`src/rtl/seg_pkg.sv`:
```
// rtl/seg_pkg.sv - shared active-low seven-segment table and decoder state type
// Used by both the segment encoder and the receive-side decoder.
package seg_pkg;

    localparam logic [7:0] SEG_N0    = 8'b0000_0010;
    localparam logic [7:0] SEG_N1    = 8'b1001_1111;
    localparam logic [7:0] SEG_N2    = 8'b0010_0101;
    localparam logic [7:0] SEG_N3    = 8'b0000_1101;
    localparam logic [7:0] SEG_N4    = 8'b1001_1001;
    localparam logic [7:0] SEG_N5    = 8'b0100_1001;
    localparam logic [7:0] SEG_N6    = 8'b0100_0001;
    localparam logic [7:0] SEG_N7    = 8'b0001_1111;
    localparam logic [7:0] SEG_BLANK = 8'b1111_1111;

    typedef enum logic [1:0] {
        IDLE   = 2'd0,
        SETTLE = 2'd1,
        LOCK   = 2'd2
    } seg_state_e;

endpackage

```
`src/rtl/seg_lookup.sv`:
```
// rtl/seg_lookup.sv - exact-match reverse lookup from segment pattern to digit code
// Blank and any non-table pattern report a miss.
module seg_lookup
    import seg_pkg::*;
(
    input  logic [7:0] i_pat,
    output logic [2:0] o_code,
    output logic       o_hit
);

    always_comb begin
        o_code = 3'd0;
        o_hit  = 1'b1;
        case (i_pat)
            SEG_N0:  o_code = 3'd0;
            SEG_N1:  o_code = 3'd1;
            SEG_N2:  o_code = 3'd2;
            SEG_N3:  o_code = 3'd3;
            SEG_N4:  o_code = 3'd4;
            SEG_N5:  o_code = 3'd5;
            SEG_N6:  o_code = 3'd6;
            SEG_N7:  o_code = 3'd7;
            default: o_hit  = 1'b0;
        endcase
    end

endmodule

```
`src/rtl/seg_dec38.sv`:
```
// rtl/seg_dec38.sv - deglitching segment-pattern reader with registered 3-to-8 decode
// A pattern must be seen STABLE_CNT consecutive samples before it reaches the outputs.
module seg_dec38
    import seg_pkg::*;
#(
    parameter int STABLE_CNT = 4
) (
    input  logic       i_clk,
    input  logic       i_rst,
    input  logic       i_en,
    input  logic [7:0] i_seg,
    output logic [2:0] o_code,
    output logic [7:0] o_onehot,
    output logic       o_valid,
    output logic       o_err,
    output logic       o_chg
);

    localparam logic [7:0] STABLE_C = STABLE_CNT[7:0];

    seg_state_e state_q, state_d;
    logic [7:0] s_q;
    logic [7:0] cnt_q, cnt_d;
    logic [2:0] code_q, code_d;
    logic [7:0] onehot_q, onehot_d;
    logic       valid_q, valid_d;
    logic       err_q, err_d;
    logic       chg_q, chg_d;
    logic       same;
    logic       lock;
    logic [2:0] lk_code;
    logic       lk_hit;

    assign same = (i_seg == s_q);

    // s_q equals i_seg whenever a lock fires, so the registered copy feeds the table.
    seg_lookup u_lookup (
        .i_pat  (s_q),
        .o_code (lk_code),
        .o_hit  (lk_hit)
    );

    always_comb begin
        state_d = state_q;
        lock    = 1'b0;
        case (state_q)
            IDLE:    state_d = SETTLE;
            SETTLE: begin
                if (cnt_q == STABLE_C && same) begin
                    state_d = LOCK;
                    lock    = 1'b1;
                end
            end
            LOCK:    if (!same) state_d = SETTLE;
            default: state_d = IDLE;
        endcase
        if (!i_en) begin
            state_d = IDLE;
            lock    = 1'b0;
        end
    end

    always_comb begin
        cnt_d = 8'd1;
        if (!i_en) begin
            cnt_d = 8'd0;
        end else if (same) begin
            cnt_d = (cnt_q >= STABLE_C) ? STABLE_C : cnt_q + 8'd1;
        end
    end

    always_comb begin
        code_d   = code_q;
        onehot_d = onehot_q;
        valid_d  = valid_q;
        err_d    = err_q;
        chg_d    = 1'b0;
        if (!i_en) begin
            onehot_d = 8'd0;
            valid_d  = 1'b0;
            err_d    = 1'b0;
        end else if (lock) begin
            if (lk_hit) begin
                code_d   = lk_code;
                onehot_d = 8'd1 << lk_code;
                valid_d  = 1'b1;
                err_d    = 1'b0;
            end else begin
                onehot_d = 8'd0;
                valid_d  = 1'b0;
                err_d    = 1'b1;
            end
            chg_d = ({code_d, valid_d, err_d} != {code_q, valid_q, err_q})
                    || (valid_d && !valid_q);
        end
    end

    always_ff @(posedge i_clk or posedge i_rst) begin
        if (i_rst) begin
            state_q  <= IDLE;
            s_q      <= SEG_BLANK;
            cnt_q    <= 8'd0;
            code_q   <= 3'd0;
            onehot_q <= 8'd0;
            valid_q  <= 1'b0;
            err_q    <= 1'b0;
            chg_q    <= 1'b0;
        end else begin
            state_q  <= state_d;
            s_q      <= i_seg;
            cnt_q    <= cnt_d;
            code_q   <= code_d;
            onehot_q <= onehot_d;
            valid_q  <= valid_d;
            err_q    <= err_d;
            chg_q    <= chg_d;
        end
    end

    assign o_code   = code_q;
    assign o_onehot = onehot_q;
    assign o_valid  = valid_q;
    assign o_err    = err_q;
    assign o_chg    = chg_q;

endmodule

```
`config.mk`:
```
export PLATFORM = sky130hd
export DESIGN_NAME = seg_dec38
export DESIGN_NICKNAME = d
export VERILOG_FILES = /design/src/rtl/seg_pkg.sv /design/src/rtl/seg_lookup.sv /design/src/rtl/seg_dec38.sv
export SDC_FILE = /design/constraint.sdc
export NUM_CORES = 1
export LEC_CHECK = 0
export ABC_AREA = 1
export CORE_MARGIN = 3
export CORE_UTILIZATION = 61
export CTS_BUF_LIST = sky130_fd_sc_hd__clkbuf_8
export CTS_CLUSTER_DIAMETER = 200
export CTS_CLUSTER_SIZE = 25
export DETAILED_ROUTE_END_ITERATION = 6
export GPL_ROUTABILITY_DRIVEN = 0
export PLACE_DENSITY = 0.85
export RECOVER_POWER = 50
export SYNTH_ARGS = -nofsm -noshare
export SYNTH_HDL_FRONTEND = slang
export SYNTH_HIERARCHICAL = 1
export SYNTH_SLANG_ARGS = --single-unit
export TNS_END_PERCENT = 20
```
`constraint.sdc`:
```
create_clock -name i_clk -period 5.2 [get_ports i_clk]
set_clock_uncertainty 0.2 [all_clocks]
set_input_delay 1.04 -clock i_clk [delete_from_list [all_inputs] [get_ports i_clk]]
set_output_delay 1.04 -clock i_clk [all_outputs]
set_load 0.01 [all_outputs]
```
Yosys cells after proc, flatten, opt, wreduce, memory -nomap -nowiden. Cells that the tools add are included. W data, S select, Z words.

Add/subtract/negate cells: 1. Reduce and logical (&&, ||, !) cells: 8. Bitwise gates (word level): 0. Shift-type cells: 1. Multiplexer cells: 30. $mul: 0. Eq/ne operators: 16. Divide/modulo/power cells: 0. Magnitude comparators: 1.

Operator list (count): $mux W8 (6); $pmux W3 S7 (1); $eq A8 B7 Y1 const B (2); $eq A8 B8 Y1 const B (2); $mux W1 (16); $mux W3 (3); $add A8 B1 Y8 const B (1); $eq A8 B2 Y1 const B (1); $eq A8 B3 Y1 const B (1); $eq A8 B4 Y1 const B (1); $eq A8 B5 Y1 const B (1); $eq A8 B6 Y1 const B (1); $eq A8 B8 Y1 (1); $ge A8 B3 Y1 const B (1); $reduce_or A8 Y1 (1); $shl A1 B3 Y8 const A (1); $mux W2 (3); $ne A3 B3 Y1 const B (2); $pmux W2 S3 (1); $ne A5 B5 Y1 (1); $reduce_and A2 Y1 (2); $eq A2 B1 Y1 const B (1); $eq A2 B2 Y1 const B (1); $logic_and A1 B1 Y1 (2); 4 further kinds (4).

Bits in latches: 0. Memories kept: 0. Logic and storage cells: 65. Memory bits (read-only): 0. Input port bits: 11. Output and inout port bits: 14. Bits in writable memories: 0. Flip-flop bits (word level): 32.

Logic depth before layout (Yosys ltp).
Depth after elaboration: 11. Mapped depth: 13. Gate-level depth less buffers: 12.

Hierarchy. Netlist, hierarchy kept.

By module, submodules not included: seg_dec38 (area an instance 1640.3 sq um, cells an instance 194, sequential area each 810.8 sq um, times used 1); seg_lookup (area an instance 217.7 sq um, cells an instance 50, sequential area each 0.0 sq um, times used 1).

Worst setup path after synthesis. No wires, ideal clock.

Path type: input -> register. Start: input i_seg[5]. End: register onehot_q[0], in the netlist o_onehot[0]. Stages: 10. Setup time: 116 ps. Arrival time: 1854 ps. Setup slack: 3030 ps. Path buffers: 1. Cell sequence: inv_1 > nand2_1 > nand2_1 > nor2_2 > nand2_2 > nor2_8 > nand3_4 > buf_6 > nand3_2 > nand2_1.

Word-level cells in the longest chain between the ends: 6.

Ends and longest elaborated chain: start: declaration (line seg_dec38.sv:11) `input logic [7:0] i_seg,`; $eq A8 B8 Y1 (line seg_dec38.sv:34) `assign same = (i_seg == s_q);`; $logic_and A1 B1 Y1 (line seg_dec38.sv:49) `if (cnt_q == STABLE_C && same) begin`; $mux W1 (line seg_dec38.sv:49); $mux W1 (line seg_dec38.sv:46) `case (state_q)`; $mux W1 (line seg_dec38.sv:57) `if (!i_en) begin`; $ne A2 B1 Y1 (no line); end signal: assignment (line seg_dec38.sv:113) `onehot_q <= onehot_d;`; end: declaration (line seg_dec38.sv:25) `logic [7:0] onehot_q, onehot_d;`.

No other way between the ends. A chain may end at the register's enable or synchronous reset.

Worst setup path in the final report.
Start: input i_seg[1]. End: register onehot_q[0], in the netlist o_onehot[0].

The elaborated chain is that of the path after synthesis.

==> results.cfg <==
[outcome]
status = finished, final reports clean

[floorplan]
die_area_mm2 = 0.003744
chipWidth_um = 61.19
start_util_pct = 65.68
rows = 19
design.core.area_mm2 = 0.002829
fp.dieH_um = 61.19
io_pins = 25

[power]
power_uw = 524.1
irDropWorstVdd_uv = 215.8
power_frac_clock_pct = 39.9
pwr_density_cell_mw_per_mm2 = 234.6
swShare_pct = 24.69
p_leak_nw = 1.181
power_frac_comb_pct = 9.5
intPower_uw = 394.7
p_sw_uw = 129.4
seqPwrFrac_pct = 50.6

[sta]
setup_ws_ps = 2466
finalSetupTns_ps = 0
fmax_mhz = 365.8
slew_violations = 0
setup_viol = 0
max_slew_margin_pct = 37.53
rsz0062_at_grt = false
finalHoldViolCount = 0
tightest_slew_ps = 937.0
period_share_pct = 52.58
finalCriticalPeriod_ps = 2734

[global_route]
grt_pass1_vias = 1401
grt_pass1_wl_um = 5906
grt_max_degree = 19
antenna_found_initial = 0
grtUsageTotal_pct = 21.75
overflow = 0

[layout]
diodes = 0
nFillCells = 201
syn2layout_area_growth_pct = 20.20
layout-drive-gt1-share_pct = 16.19
multi_input_area_um2 = 882.1
seq_area_um2 = 810.8
fin_nets = 291
final_area_mm2 = 0.002233

[placement]
post-dp-hpwl_um = 2517
place_area_mm2 = 0.002137
pre_cts_slack_ps = 2223
portBuffers = 24

[yosys]
syn_area_per_cell_um2 = 7.615
yosysWarnings = 6
netlist_instances = 244
async_flop_share_pct = 100.0
synth.area.top_cells = dfrtp_1 32%, nand2_1 18%, dfstp_2 11%
synth_top_cell_by_area = dfrtp_1
syn-cell-area_mm2 = 0.001858
synth_edf_count = 0
synth_top_area_share_pct = 32.32
synthDistinctLibCells = 28
ys_seq_area_share_pct = 43.64
ys.flop_type = dfrtp_1
ys_seq_elements = 32

[critical_path]
crit_path_cell_trace = dlygate4sd3_1 > nor2_1 > nor2_1 > nor2_1 > nand2_1 > nor2_8 > nand3_4 > nand2_1 > nand2_1 > nand2_1
worstPathArrival_ps = 2760
r2r_start = s_q[2]
rr_worst_depth = 10
end_kind = flop
r2r_slack_ps = 3030
cpMostUsedCell = nand2_1
crit_type = primary input to flop
critPathLaunchType = primary input
cp.required_ps = 5230
slowest_stage = dlygate4sd3_1
path_max_fanout = 11
slowest_delay_ps = 560
startpoint = i_seg[1]

[detailed_routing]
vias = 1521
drc_errors = 0
drt_first_pass_iters = 4
vias_per_cell = 4.922
ant_nets = 0
wl_per_cell_um = 11.08
routed_wl_um = 3425
drtIter0Drc = 98

[clocking]
cts_tree = yes
numClockSinks = 32
clk_pin_slew_ps = 70
cts.root.buffer_cell = clkbuf_8
htree_levels = 2
hold_buffers = 0
clock_path_buffers = 2
cts_resized = 0
cts_made_buffers = 5
clock_latency_ps = 290
postCtsSetupBuffers = 0

[min_path]
min_path_cells = 2
hp-class = flop to flop
hp-start = o_onehot[6]

[run]
max_cap_violations = 0
==> critical path: cells and delay by family <==
family / cells / cell delay [ps]
buf+inv: 1 / 560
simple gates: 9 / 1150
==> Yosys cell counts, drive strengths merged, types with 3 or more instances <==
cell	count
a21oi	3
nor2	31
dfstp	8
o21ai	3
nand3	15
dfrtp	24
nor4	4
inv	42
nand2	94
ha	3
nand4	5
==> per-layer routing <==
layer	global-route usage (%)	routed length, um	part of all wire [%]
met5	0	0	0
met4	7.740	61	1.8
met3	7.757	198	5.8
met2	35.20	1616	47
met1	26.83	1549	45
==> worst paths after layout <==
| path | end |
|---|---|
| min in group asynchronous | o_chg |
| max in group asynchronous | o_code[2] |
| max reg2reg | o_chg |
| min | o_onehot[6] |
| min reg2reg | o_onehot[6] |
| max | o_onehot[0] |
==> power by group through the flow <==
stage / sequential (mW) / combinational [mW] / clock (mW)
2_1_floorplan: 0.268 / 0.0356 / 0
3_3_place_gp: 0.269 / 0.0501 / 0
3_5_place_dp: 0.269 / 0.0517 / 0
4_1_cts: 0.265 / 0.0521 / 0.211
5_1_grt: 0.266 / 0.0575 / 0.223
6_report: 0.265 / 0.0499 / 0.209
==> cell type report <==
type | count | share of cell area [%]
clock inverters | 1 | 0.1681
clock buffers | 7 | 4.314
repair buffers | 25 | 10.92
inverters | 42 | 7.059
multi-input cells | 171 | 39.50
well taps | 31 | 1.737
flip-flops and latches | 32 | 36.30
==> cell families after synthesis <==
group | after synthesis | share of synthesized area [%]
other cells | 1 | 0.2018
simple gates | 153 | 41.28
xor+xnor | 1 | 0.4715
fa+ha+maj | 3 | 2.020
flops | 32 | 43.64
buf+inv | 45 | 9.697
compound gates | 9 | 2.693
==> layout by cell type (no fill, tap or decap) <==
| cell type | netlist | routed |
|---|---|---|
| dfstp_2 | 8 | 8 |
| nand3_2 | 10 | 10 |
| o22ai_1 | 2 | 2 |
| nor2_1 | 24 | 24 |
| ha_1 | 3 | 3 |
| a21oi_1 | 3 | 3 |
| nand2_2 | 7 | 7 |
| nor4_1 | 4 | 4 |
| nand2_1 | 87 | 87 |
| nand4_1 | 5 | 5 |
| conb_1 | 1 | 5 |
| o21a_1 | 1 | 1 |
| nor3_4 | 1 | 1 |
| xnor2_1 | 1 | 1 |
| inv_1 | 40 | 41 |
| clkbuf_1 | 1 | 1 |
| nor2_8 | 1 | 1 |
| or3_1 | 1 | 1 |
| clkdlybuf4s50_1 | 0 | 15 |
| nor3b_1 | 1 | 1 |
| o21ai_0 | 3 | 3 |
| nor2_2 | 6 | 6 |
| dlygate4sd3_1 | 0 | 9 |
| nand3_1 | 3 | 3 |
| nand3_4 | 2 | 2 |
| inv_2 | 2 | 2 |
| clkbuf_8 | 0 | 7 |
| dfrtp_1 | 24 | 24 |
| nor3b_2 | 1 | 1 |
==> flip-flops by register name, indices dropped and copies added, names as in the netlist <==
name	flops
o_onehot	8
o_code	3
o_valid	1
o_err	1
o_chg	1
state_q	2
s_q	8
cnt_q	8
==> metrics by stage <==
stage	utilization [%]	cells	hold WS, ps
6_report	78.95	309	306.8
5_1_grt	78.95	309	337.1
4_1_cts	79.08	309	312.0
3_5_place_dp	75.54	301	298.3
3_3_place_gp	75.54	301	292.2
2_1_floorplan	-	248	317.0
Note: power is estimated with default switching activity, not from simulation.
